### config.mk
export PLATFORM = sky130hd
export DESIGN_NAME = aq_mem_arbiter
export DESIGN_NICKNAME = d
export VERILOG_FILES = /design/src/rtl/aq_mem_arbiter.sv
export SDC_FILE = /design/constraint.sdc
export NUM_CORES = 1
export LEC_CHECK = 0
export CAP_MARGIN = 20
export CORE_UTILIZATION = 55
export CTS_CLUSTER_SIZE = 12
export DETAILED_ROUTE_END_ITERATION = 7
export MAX_ROUTING_LAYER = met4
export PLACE_DENSITY = 0.93
export SYNTH_ARGS = -nofsm -noshare
export SYNTH_HDL_FRONTEND = slang
export SYNTH_SLANG_ARGS = --single-unit
### constraint.sdc
create_clock -name clk_sys -period 5.3 [get_ports clk_sys]
set_input_delay 0.795 -clock clk_sys [delete_from_list [all_inputs] [get_ports clk_sys]]
set_output_delay 0.795 -clock clk_sys [all_outputs]
set_load 0.02 [all_outputs]
### src/rtl/aq_mem_arbiter.sv
// aq_mem_arbiter: shares one single-port RAM between a CPU slot, a loader
// write FIFO and a tape read FSM. The CPU has priority, but if the loader or
// tape has waited STARVE_LIM cycles the next CPU slot is stolen (cpu_stall).
//
// Ports:
//   clk_sys, reset_n              clock, async active-low reset
//   cpu_ce/addr/we/wdata/rdata    CPU slot access; rdata registered
//   cpu_stall                     one-cycle slot steal indicator
//   ld_wr/addr/data               loader write strobe into the FIFO
//   ld_busy, ld_overflow          FIFO full, sticky dropped-write flag
//   tp_req/addr, tp_ack/data      tape read handshake (level req, pulse ack)
//   mem_addr/we/wdata/rdata       RAM port; rdata valid one cycle after addr
module aq_mem_arbiter #(
    parameter int AW         = 16,
    parameter int FIFO_DEPTH = 4,
    parameter int STARVE_LIM = 8
) (
    input  logic          clk_sys,
    input  logic          reset_n,
    input  logic          cpu_ce,
    input  logic [AW-1:0] cpu_addr,
    input  logic          cpu_we,
    input  logic [7:0]    cpu_wdata,
    output logic [7:0]    cpu_rdata,
    output logic          cpu_stall,
    input  logic          ld_wr,
    input  logic [AW-1:0] ld_addr,
    input  logic [7:0]    ld_data,
    output logic          ld_busy,
    output logic          ld_overflow,
    input  logic          tp_req,
    input  logic [AW-1:0] tp_addr,
    output logic          tp_ack,
    output logic [7:0]    tp_data,
    output logic [AW-1:0] mem_addr,
    output logic          mem_we,
    output logic [7:0]    mem_wdata,
    input  logic [7:0]    mem_rdata
);

    localparam int PW = (FIFO_DEPTH > 1) ? $clog2(FIFO_DEPTH) : 1;
    localparam int CW = $clog2(FIFO_DEPTH + 1);
    localparam int SW = $clog2(STARVE_LIM + 1);
    localparam logic [CW-1:0] FULL_CNT = CW'(FIFO_DEPTH);
    localparam logic [SW-1:0] LIM      = SW'(STARVE_LIM);

    typedef enum logic [1:0] {T_IDLE, T_PEND, T_DATA, T_ACK} tp_state_t;

    // ---------------- state ----------------
    logic [AW-1:0]   r_fifo_addr [FIFO_DEPTH];
    logic [7:0]      r_fifo_data [FIFO_DEPTH];
    logic [PW-1:0]   r_wr_ptr, r_rd_ptr;
    logic [CW-1:0]   r_cnt;
    logic            r_overflow;
    logic [SW-1:0]   r_starve;
    logic            r_stall;
    logic            r_cpu_rd_pend;
    logic [7:0]      r_cpu_rdata;
    logic [7:0]      r_tp_data;
    logic [AW-1:0]   r_hold_addr;
    tp_state_t       r_tp_state;

    // ---------------- grant ----------------
    logic            w_full, w_empty;
    logic            w_cpu_gnt, w_ld_gnt, w_tp_gnt, w_tp_pend, w_pending;
    logic            w_push, w_drop, w_we;
    logic [SW-1:0]   w_starve_nxt;
    tp_state_t       w_tp_next;

    assign w_full    = (r_cnt == FULL_CNT);
    assign w_empty   = (r_cnt == '0);
    assign w_tp_pend = (r_tp_state == T_PEND) && tp_req;
    assign w_cpu_gnt = cpu_ce && !r_stall;
    assign w_ld_gnt  = !w_cpu_gnt && !w_empty;
    assign w_tp_gnt  = !w_cpu_gnt && w_empty && w_tp_pend;
    assign w_pending = !w_empty || w_tp_pend;

    // A pop in the same cycle frees the slot the push lands in.
    assign w_push = ld_wr && (!w_full || w_ld_gnt);
    assign w_drop = ld_wr && w_full && !w_ld_gnt;

    always_comb begin
        mem_addr  = r_hold_addr;
        w_we      = 1'b0;
        mem_wdata = 8'h00;
        if (w_cpu_gnt) begin
            mem_addr  = cpu_addr;
            w_we      = cpu_we;
            mem_wdata = cpu_wdata;
        end else if (w_ld_gnt) begin
            mem_addr  = r_fifo_addr[r_rd_ptr];
            w_we      = 1'b1;
            mem_wdata = r_fifo_data[r_rd_ptr];
        end else if (w_tp_gnt) begin
            mem_addr  = tp_addr;
        end
    end

    // Keep the RAM write enable low for as long as reset is held.
    assign mem_we = w_we && reset_n;

    // Address holds when nobody owns the port.
    always_ff @(posedge clk_sys or negedge reset_n) begin
        if (!reset_n)
            r_hold_addr <= '0;
        else if (w_cpu_gnt || w_ld_gnt || w_tp_gnt)
            r_hold_addr <= mem_addr;
    end

    // ---------------- loader FIFO ----------------
    always_ff @(posedge clk_sys) begin
        if (w_push) begin
            r_fifo_addr[r_wr_ptr] <= ld_addr;
            r_fifo_data[r_wr_ptr] <= ld_data;
        end
    end

    always_ff @(posedge clk_sys or negedge reset_n) begin
        if (!reset_n) begin
            r_wr_ptr   <= '0;
            r_rd_ptr   <= '0;
            r_cnt      <= '0;
            r_overflow <= 1'b0;
        end else begin
            if (w_push)   r_wr_ptr <= r_wr_ptr + 1'b1;
            if (w_ld_gnt) r_rd_ptr <= r_rd_ptr + 1'b1;
            case ({w_push, w_ld_gnt})
                2'b10:   r_cnt <= r_cnt + 1'b1;
                2'b01:   r_cnt <= r_cnt - 1'b1;
                default: r_cnt <= r_cnt;
            endcase
            if (w_drop) r_overflow <= 1'b1;
        end
    end

    assign ld_busy     = w_full;
    assign ld_overflow = r_overflow;

    // ---------------- CPU read return ----------------
    always_ff @(posedge clk_sys or negedge reset_n) begin
        if (!reset_n) begin
            r_cpu_rd_pend <= 1'b0;
            r_cpu_rdata   <= 8'h00;
        end else begin
            r_cpu_rd_pend <= w_cpu_gnt && !cpu_we;
            if (r_cpu_rd_pend) r_cpu_rdata <= mem_rdata;
        end
    end

    assign cpu_rdata = r_cpu_rdata;

    // ---------------- tape FSM ----------------
    always_ff @(posedge clk_sys or negedge reset_n) begin
        if (!reset_n) begin
            r_tp_state <= T_IDLE;
            r_tp_data  <= 8'h00;
        end else begin
            r_tp_state <= w_tp_next;
            if (r_tp_state == T_DATA) r_tp_data <= mem_rdata;
        end
    end

    always_comb begin
        w_tp_next = r_tp_state;
        case (r_tp_state)
            T_IDLE:  if (tp_req) w_tp_next = T_PEND;
            T_PEND: begin
                if (!tp_req)       w_tp_next = T_IDLE;
                else if (w_tp_gnt) w_tp_next = T_DATA;
            end
            T_DATA:  w_tp_next = T_ACK;
            T_ACK:   w_tp_next = T_IDLE;
            default: w_tp_next = T_IDLE;
        endcase
    end

    assign tp_ack  = (r_tp_state == T_ACK);
    assign tp_data = r_tp_data;

    // ---------------- starvation / slot steal ----------------
    // The counter only reaches LIM in the cycle that sets the stall, so the
    // stall cycle itself always clears it and a second stall needs LIM more
    // waiting cycles.
    always_comb begin
        w_starve_nxt = r_starve;
        if (r_stall || w_ld_gnt || w_tp_gnt)
            w_starve_nxt = '0;
        else if (w_pending && r_starve != LIM)
            w_starve_nxt = r_starve + 1'b1;
    end

    always_ff @(posedge clk_sys or negedge reset_n) begin
        if (!reset_n) begin
            r_starve <= '0;
            r_stall  <= 1'b0;
        end else begin
            r_starve <= w_starve_nxt;
            r_stall  <= !r_stall && (w_starve_nxt == LIM);
        end
    end

    assign cpu_stall = r_stall;

endmodule

==> results of run 1 <==
-- per-layer routing --
layer / GRT usage / share of wire / routed length, um / vias up
met2: 0.424 / 0.51 / 7190 / 164
li1: - / - / - / 1772
met5: - / 0 / 0 / -
met4: 0.0946 / 0.024 / 328 / 0
met1: 0.311 / 0.39 / 5490 / 2021
met3: 0.0574 / 0.069 / 957 / 25
-- registers in the layout, summed over array words and instances (netlist names), named ones only --
signal         flops
cpu_stall          1
r_cnt              3
ld_overflow        1
tp_data            8
r_cpu_rd_pend      1
r_hold_addr       16
r_starve           4
r_fifo_addr       64
r_tp_state         1
cpu_rdata          8
r_fifo_data       32
r_wr_ptr           2
r_rd_ptr           2
-- cell usage after synthesis (2+ instances only) --
cell	n	area [um2]
edfxtp_1	96	2880
dfrtp_1	48	1200
nand2_1	37	139
a21o_1	33	248
mux4_2	20	450
mux2_2	16	180
nor2_1	15	56.3
buf_2	10	50.1
nor2_2	10	62.6
a22o_1	9	78.8
a311oi_2	9	135
clkbuf_1	8	30.0
inv_1	8	30.0
a311oi_1	7	61.3
and2_1	7	43.8
ha_1	6	75.1
a21oi_1	5	25.0
o21ai_0	5	25.0
xnor2_1	5	43.8
buf_4	4	30.0
mux4_1	4	105
a211oi_1	2	15.0
a32oi_1	2	17.5
and3b_1	2	17.5
buf_12	2	40.0
buf_6	2	22.5
mux2i_1	2	20.0
nor2b_1	2	12.5
nor3b_1	2	15.0
-- area by class of cell --
| type | instances | area (um2) |
|---|---|---|
| Clock inverter | 14 | 166 |
| Clock buffer | 18 | 429 |
| Tap cell | 140 | 175 |
| Multi-Input combinational cell | 219 | 2010 |
| Inverter | 8 | 30.0 |
| Timing Repair Buffer | 130 | 1310 |
| Sequential cell | 144 | 4090 |
| Fill cell | 628 | 2780 |
-- kinds of logic (layout without fill, tap and decap cells) --
logic type	count (synthesis)	after routing	share of synthesized area
flops	144	144	0.650
simple gates	84	84	0.0679
compound gates	80	80	0.106
mux	42	42	0.120
buf+inv	34	170	0.0322
fa+ha+maj	7	7	0.0151
xor+xnor	6	6	0.00836
-- worst max-delay path: cells and delay by family --
family	cells	cell delay, ns
AOI/OAI and AO/OA	2	0.32
buffers and inverters	3	1.45
and+or+nand+nor	1	0.89
-- metrics by stage --
stage	setup slack (ns)	utilization	instance area [um2]
CTS	1.06	0.744	8170
detailed placement	1.09	0.690	7580
global route	0.895	0.747	8200
floorplan	2.58	-	6290
finish	1.04	0.747	8200
global placement	1.21	0.690	7580
-- power groups by stage --
stage | registers [mW] | logic, mW | clock network (mW)
3_5_place_dp | 1.73 | 1.43 | 0
5_1_grt | 1.73 | 1.59 | 1.25
6_report | 1.70 | 1.49 | 1.19
2_1_floorplan | 1.65 | 1.02 | 0
3_3_place_gp | 1.71 | 1.38 | 0
4_1_cts | 1.72 | 1.45 | 1.20
-- how the worst min path moves through the flow --
stage	cells past startpoint	endpoint	from	slack [ns]
after detailed placement	1	ld_overflow	ld_overflow	0.46
after floorplan	0	async pin	reset_n	0.50
after global routing	1	ld_overflow	ld_overflow	0.49
final	2	r_hold_addr[4]	reset_n	0.48
after CTS	1	ld_overflow	ld_overflow	0.48
after global placement	1	ld_overflow	ld_overflow	0.46
==> results.py, run 1 <==
metrics = {
    "global_routing": {
        "grt_pass1_vias": 4076,
        "overflow": 0,
        "grt_pass1_wl_mm": 21.2,
        "grt_max_degree": 50,
        "grt_use_total": 0.257,
        "antenna_found_initial": 0,
    },
    "power_and_ir_drop": {
        "p_sw_frac": 0.321,
        "clkPwrFrac": 0.272,
        "pwr-share-comb": 0.340,
        "vdd_ir_drop_max_v": 0.000325,
        "seqPwrFrac": 0.388,
        "finalPower_mw": 4.38,
        "p_sw_mw": 1.41,
        "internal-power_mw": 2.98,
        "p_per_area_nw_per_um2": 534,
        "p_leak_nw": 3.16,
    },
    "status": {
        "outcome": "complete, no violations",
    },
    "routing": {
        "drt_pass1_iterations": 5,
        "wl_per_cell_um": 20.7,
        "postRouteAntennaNets": 0,
        "drt-total-wl_mm": 14.0,
        "viasPerCell": 5.92,
        "via_count": 3982,
        "drc": 0,
        "drtIter0Drc": 224,
    },
    "logic_synthesis": {
        "synth_sequential_area_ratio": 0.650,
        "synth_ff_type": "edfxtp_1",
        "async_flop_share": 0.333,
        "yosysWarnings": 0,
        "ys_seq_elements": 144,
        "synth_edf_count": 96,
        "syn_nets": 482,
        "synthCells": 397,
        "syn-cell-area_um2": 6290,
        "avgSynthCellArea_um2": 15.8,
        "yosysUniqueCellTypes": 48,
    },
    "floorplanning": {
        "io_pins": 123,
        "start_util": 0.572,
        "die_area_um2": 11900,
        "die_h_um": 109,
        "core_area_um2": 11000,
        "row_count": 38,
        "die_w_um": 109,
    },
    "sta": {
        "rsz0062_at_grt": "false",
        "final-hold-violation-count": 0,
        "fmax_ghz": 0.235,
        "worst_pin_slew_ns": 1.01,
        "tns_ns": 0,
        "finalCritPeriodShare": 0.804,
        "fin_crit_ns": 4.26,
        "setup_viol_count_final": 0,
        "skew_ns": 0.00837,
        "finalMaxSlewViolations": 0,
        "slew-limit-headroom": 0.323,
        "holdWs_ns": 0.476,
    },
    "setup_path": {
        "endpoint": "mem_addr[0]",
        "crit_chain": "clkdlybuf4s50_1, nor2b_4, buf_12, a311oi_1, a21o_1, clkdlybuf4s50_1",
        "worstSetupPathType": "primary input to primary output",
        "timing.rr.end": "r_cnt[2]",
        "worstSetupStartpointType": "primary input",
        "cp.required_ns": 4.51,
        "crit_path_end_kind": "primary output",
        "crit_top_cell": "clkdlybuf4s50_1",
        "arrival_ns": 3.47,
        "cpMaxStageDelayCell": "nor2b_4",
        "r2r_slack_ns": 2.50,
        "r2r_cells": 7,
        "cp_max_fo": 36,
        "startpoint": "cpu_ce",
        "slowest_delay_ns": 0.89,
        "r2r-start": "cpu_stall",
    },
    "cells_and_area": {
        "final_cell_mix": "121 x clkdlybuf4s50_1, 96 x edfxtp_1, 47 x dfrtp_1, 37 x nand2_1, 33 x a21o_1",
        "diodes": 0,
        "final_common_cell": "clkdlybuf4s50_1",
        "instances_no_fill": 673,
        "synthToLayoutAreaGrowth_pct": 30.5,
        "drive_gt1_frac": 0.186,
        "fin_nets": 605,
    },
    "run": {
        "maxCapViolations": 0,
    },
    "hold_path": {
        "min_path_type": "primary input to async pin",
    },
    "cts": {
        "clock_latency_ns": 0.41,
        "cts.sinks": 144,
        "cts_resized": 0,
        "cts_buffer_depth": 2,
        "cts_tree": "yes",
        "clkTransAtPathRegs_ns": 0.06,
        "cts-hold-fix-buffers": 0,
        "htreeDepth": 4,
        "post_cts_buffers": 0,
        "cts_buffers": 17,
        "cts-root-buf": "clkbuf_16",
    },
    "place": {
        "gp_congestion": 0.816,
        "io_buffers": 122,
        "dp.cells": 640,
        "detailed_place_hpwl_mm": 8.80,
    },
}
(Power assumes the default switching activity.)
==> run 2, diff against run 1 <==
--- a/config.mk
+++ b/config.mk
@@ -6,11 +6,11 @@
 export NUM_CORES = 1
 export LEC_CHECK = 0
 export CAP_MARGIN = 20
-export CORE_UTILIZATION = 55
+export CORE_UTILIZATION = 47
 export CTS_CLUSTER_SIZE = 12
 export DETAILED_ROUTE_END_ITERATION = 7
 export MAX_ROUTING_LAYER = met4
-export PLACE_DENSITY = 0.93
+export PLACE_DENSITY = 0.86
 export SYNTH_ARGS = -nofsm -noshare
 export SYNTH_HDL_FRONTEND = slang
 export SYNTH_SLANG_ARGS = --single-unit
==> constraint.sdc (replaced) <==
create_clock -name clk_sys -period 3.4 [get_ports clk_sys]
set_input_delay 0.51 -clock clk_sys [delete_from_list [all_inputs] [get_ports clk_sys]]
set_output_delay 0.51 -clock clk_sys [all_outputs]
set_load 0.02 [all_outputs]
==> results.py, run 2 (synthesis gave the netlist of run 1 again) <==
metrics = {
    "status": {
        "outcome": "complete, no violations",
    },
    "global_routing": {
        "grt_pass1_wl_mm": 21.6,
        "grt_use_total": 0.212,
        "overflow": 0,
        "antenna_found_initial": 0,
        "grt_pass1_vias": 4187,
        "grt_max_degree": 49,
    },
    "setup_path": {
        "crit_path_end_kind": "primary output",
        "crit_chain": "nor3_4, buf_12, nor2_1, a311oi_1, a21o_1, clkdlybuf4s50_1",
        "cp.required_ns": 2.89,
        "worstSetupStartpointType": "flop",
        "r2r_cells": 7,
        "cpMaxStageDelayCell": "clkdlybuf4s50_1",
        "cp_max_fo": 40,
        "slowest_delay_ns": 0.60,
        "arrival_ns": 2.65,
        "worstSetupPathType": "flop to primary output",
    },
    "hold_path": {
        "min_path_type": "primary input to async pin",
    },
    "floorplanning": {
        "io_pins": 123,
        "die_h_um": 118,
        "die_w_um": 118,
        "start_util": 0.490,
        "core_area_um2": 12800,
        "die_area_um2": 13800,
        "row_count": 41,
    },
    "sta": {
        "final-hold-violation-count": 0,
        "setup_viol_count_final": 0,
        "tns_ns": 0,
        "finalCritPeriodShare": 0.930,
        "worst_pin_slew_ns": 0.836,
        "finalMaxSlewViolations": 0,
        "skew_ns": 0.0116,
        "rsz0062_at_grt": "false",
        "holdWs_ns": 0.238,
        "slew-limit-headroom": 0.441,
        "fin_crit_ns": 3.16,
        "fmax_ghz": 0.316,
    },
    "cells_and_area": {
        "synthToLayoutAreaGrowth_pct": 33.6,
        "fin_nets": 617,
        "top_register": "r_fifo_addr",
        "largest_register_ffs": 64,
        "drive_gt1_frac": 0.209,
        "largestRegisters": "r_fifo_addr: 64 flops, r_fifo_data: 32 flops, r_hold_addr: 16 flops",
        "final_common_cell": "clkdlybuf4s50_1",
        "final_cell_mix": "121 x clkdlybuf4s50_1, 96 x edfxtp_1, 47 x dfrtp_1, 37 x nand2_1, 33 x a21o_1",
        "diodes": 0,
    },
    "cts": {
        "post_cts_buffers": 0,
        "cts_resized": 0,
        "cts_buffer_depth": 2,
        "htreeDepth": 4,
        "cts.sinks": 144,
        "cts_buffers": 17,
        "cts_tree": "yes",
        "cts-hold-fix-buffers": 0,
        "clock_latency_ns": 0.41,
        "cts-root-buf": "clkbuf_16",
        "clkTransAtPathRegs_ns": 0.06,
    },
    "run": {
        "maxCapViolations": 0,
    },
    "routing": {
        "wl_per_cell_um": 18.7,
        "via_count": 3938,
        "drt-total-wl_mm": 13.4,
        "drc": 0,
        "drtIter0Drc": 178,
        "viasPerCell": 5.49,
        "postRouteAntennaNets": 0,
        "drt_pass1_iterations": 4,
    },
    "power_and_ir_drop": {
        "p_per_area_nw_per_um2": 830,
        "pwr-share-comb": 0.351,
        "seqPwrFrac": 0.366,
        "p_sw_frac": 0.312,
        "finalPower_mw": 6.97,
        "p_sw_mw": 2.18,
        "p_leak_nw": 3.25,
        "clkPwrFrac": 0.283,
        "internal-power_mw": 4.79,
        "vdd_ir_drop_max_v": 0.000486,
    },
    "place": {
        "detailed_place_hpwl_mm": 8.87,
        "gp_congestion": 0.767,
        "io_buffers": 122,
    },
}
==> run 2: cell types whose count changed in the layout (fill, tap and decap cells not counted) <==
cell	before	now
buf_12	1	5
inv_6	1	4
clkinv_4	3	2
inv_8	0	1
bufinv_16	3	4
clkinvlp_4	4	2
buf_4	6	15
clkinv_2	0	1
clkbuf_1	1	0
clkinv_1	3	1
buf_16	1	0
==> run 2: routing by layer <==
layer | wire [um] | share of wire | GRT usage
met1 | 5540 | 0.41 | 0.255
met2 | 6970 | 0.52 | 0.344
met3 | 728 | 0.054 | 0.0499
met4 | 154 | 0.012 | 0.0881
met5 | 0 | 0 | -
==> run 2: area by class of cell <==
type / instances / area (um2)
clock buffers: 17 / 425
multi-input cells: 219 / 2010
flip-flops and latches: 144 / 4090
inverters: 8 / 30.0
well taps: 172 / 215
fillers: 914 / 4430
clock inverters: 15 / 208
repair buffers: 142 / 1430
==> run 2: power groups by stage <==
stage / Clock (mW) / Combinational [mW] / Sequential (mW)
2_1_floorplan: 0 / 1.58 / 2.57
3_3_place_gp: 0 / 2.39 / 2.54
3_5_place_dp: 0 / 2.45 / 2.58
4_1_cts: 2.02 / 2.48 / 2.55
5_1_grt: 2.09 / 2.63 / 2.59
6_report: 1.98 / 2.44 / 2.55
==> run 2: critical path, delay by kind of cell, from the launching register on <==
family	cells	cell delay [ns]
simple gates	2	0.33
buf+inv	2	0.87
flops	1	0.51
compound gates	2	0.51
==> run 2: metrics by stage <==
stage	cell area, um2	setup slack [ns]	cells	utilization
after floorplan	6290	1.15	397	-
after global placement	7770	0.394	685	0.606
after detailed placement	7770	0.309	685	0.606
after CTS	8400	0.187	717	0.655
after global routing	8400	0.0641	717	0.655
final	8400	0.237	717	0.655
==> run 2: final timing paths <==
check / from / slack, ns / to
max in group asynchronous: reset_n / 2.68 / r_rd_ptr[0]
worst min-delay path: reset_n / 0.24 / async pin
worst max register to register: r_cnt[0] / 1.19 / r_cnt[2]
worst max-delay path: r_cnt[0] / 0.24 / mem_addr[15]
min in group clk_sys: ld_overflow / 0.47 / ld_overflow
worst min register to register: ld_overflow / 0.47 / ld_overflow
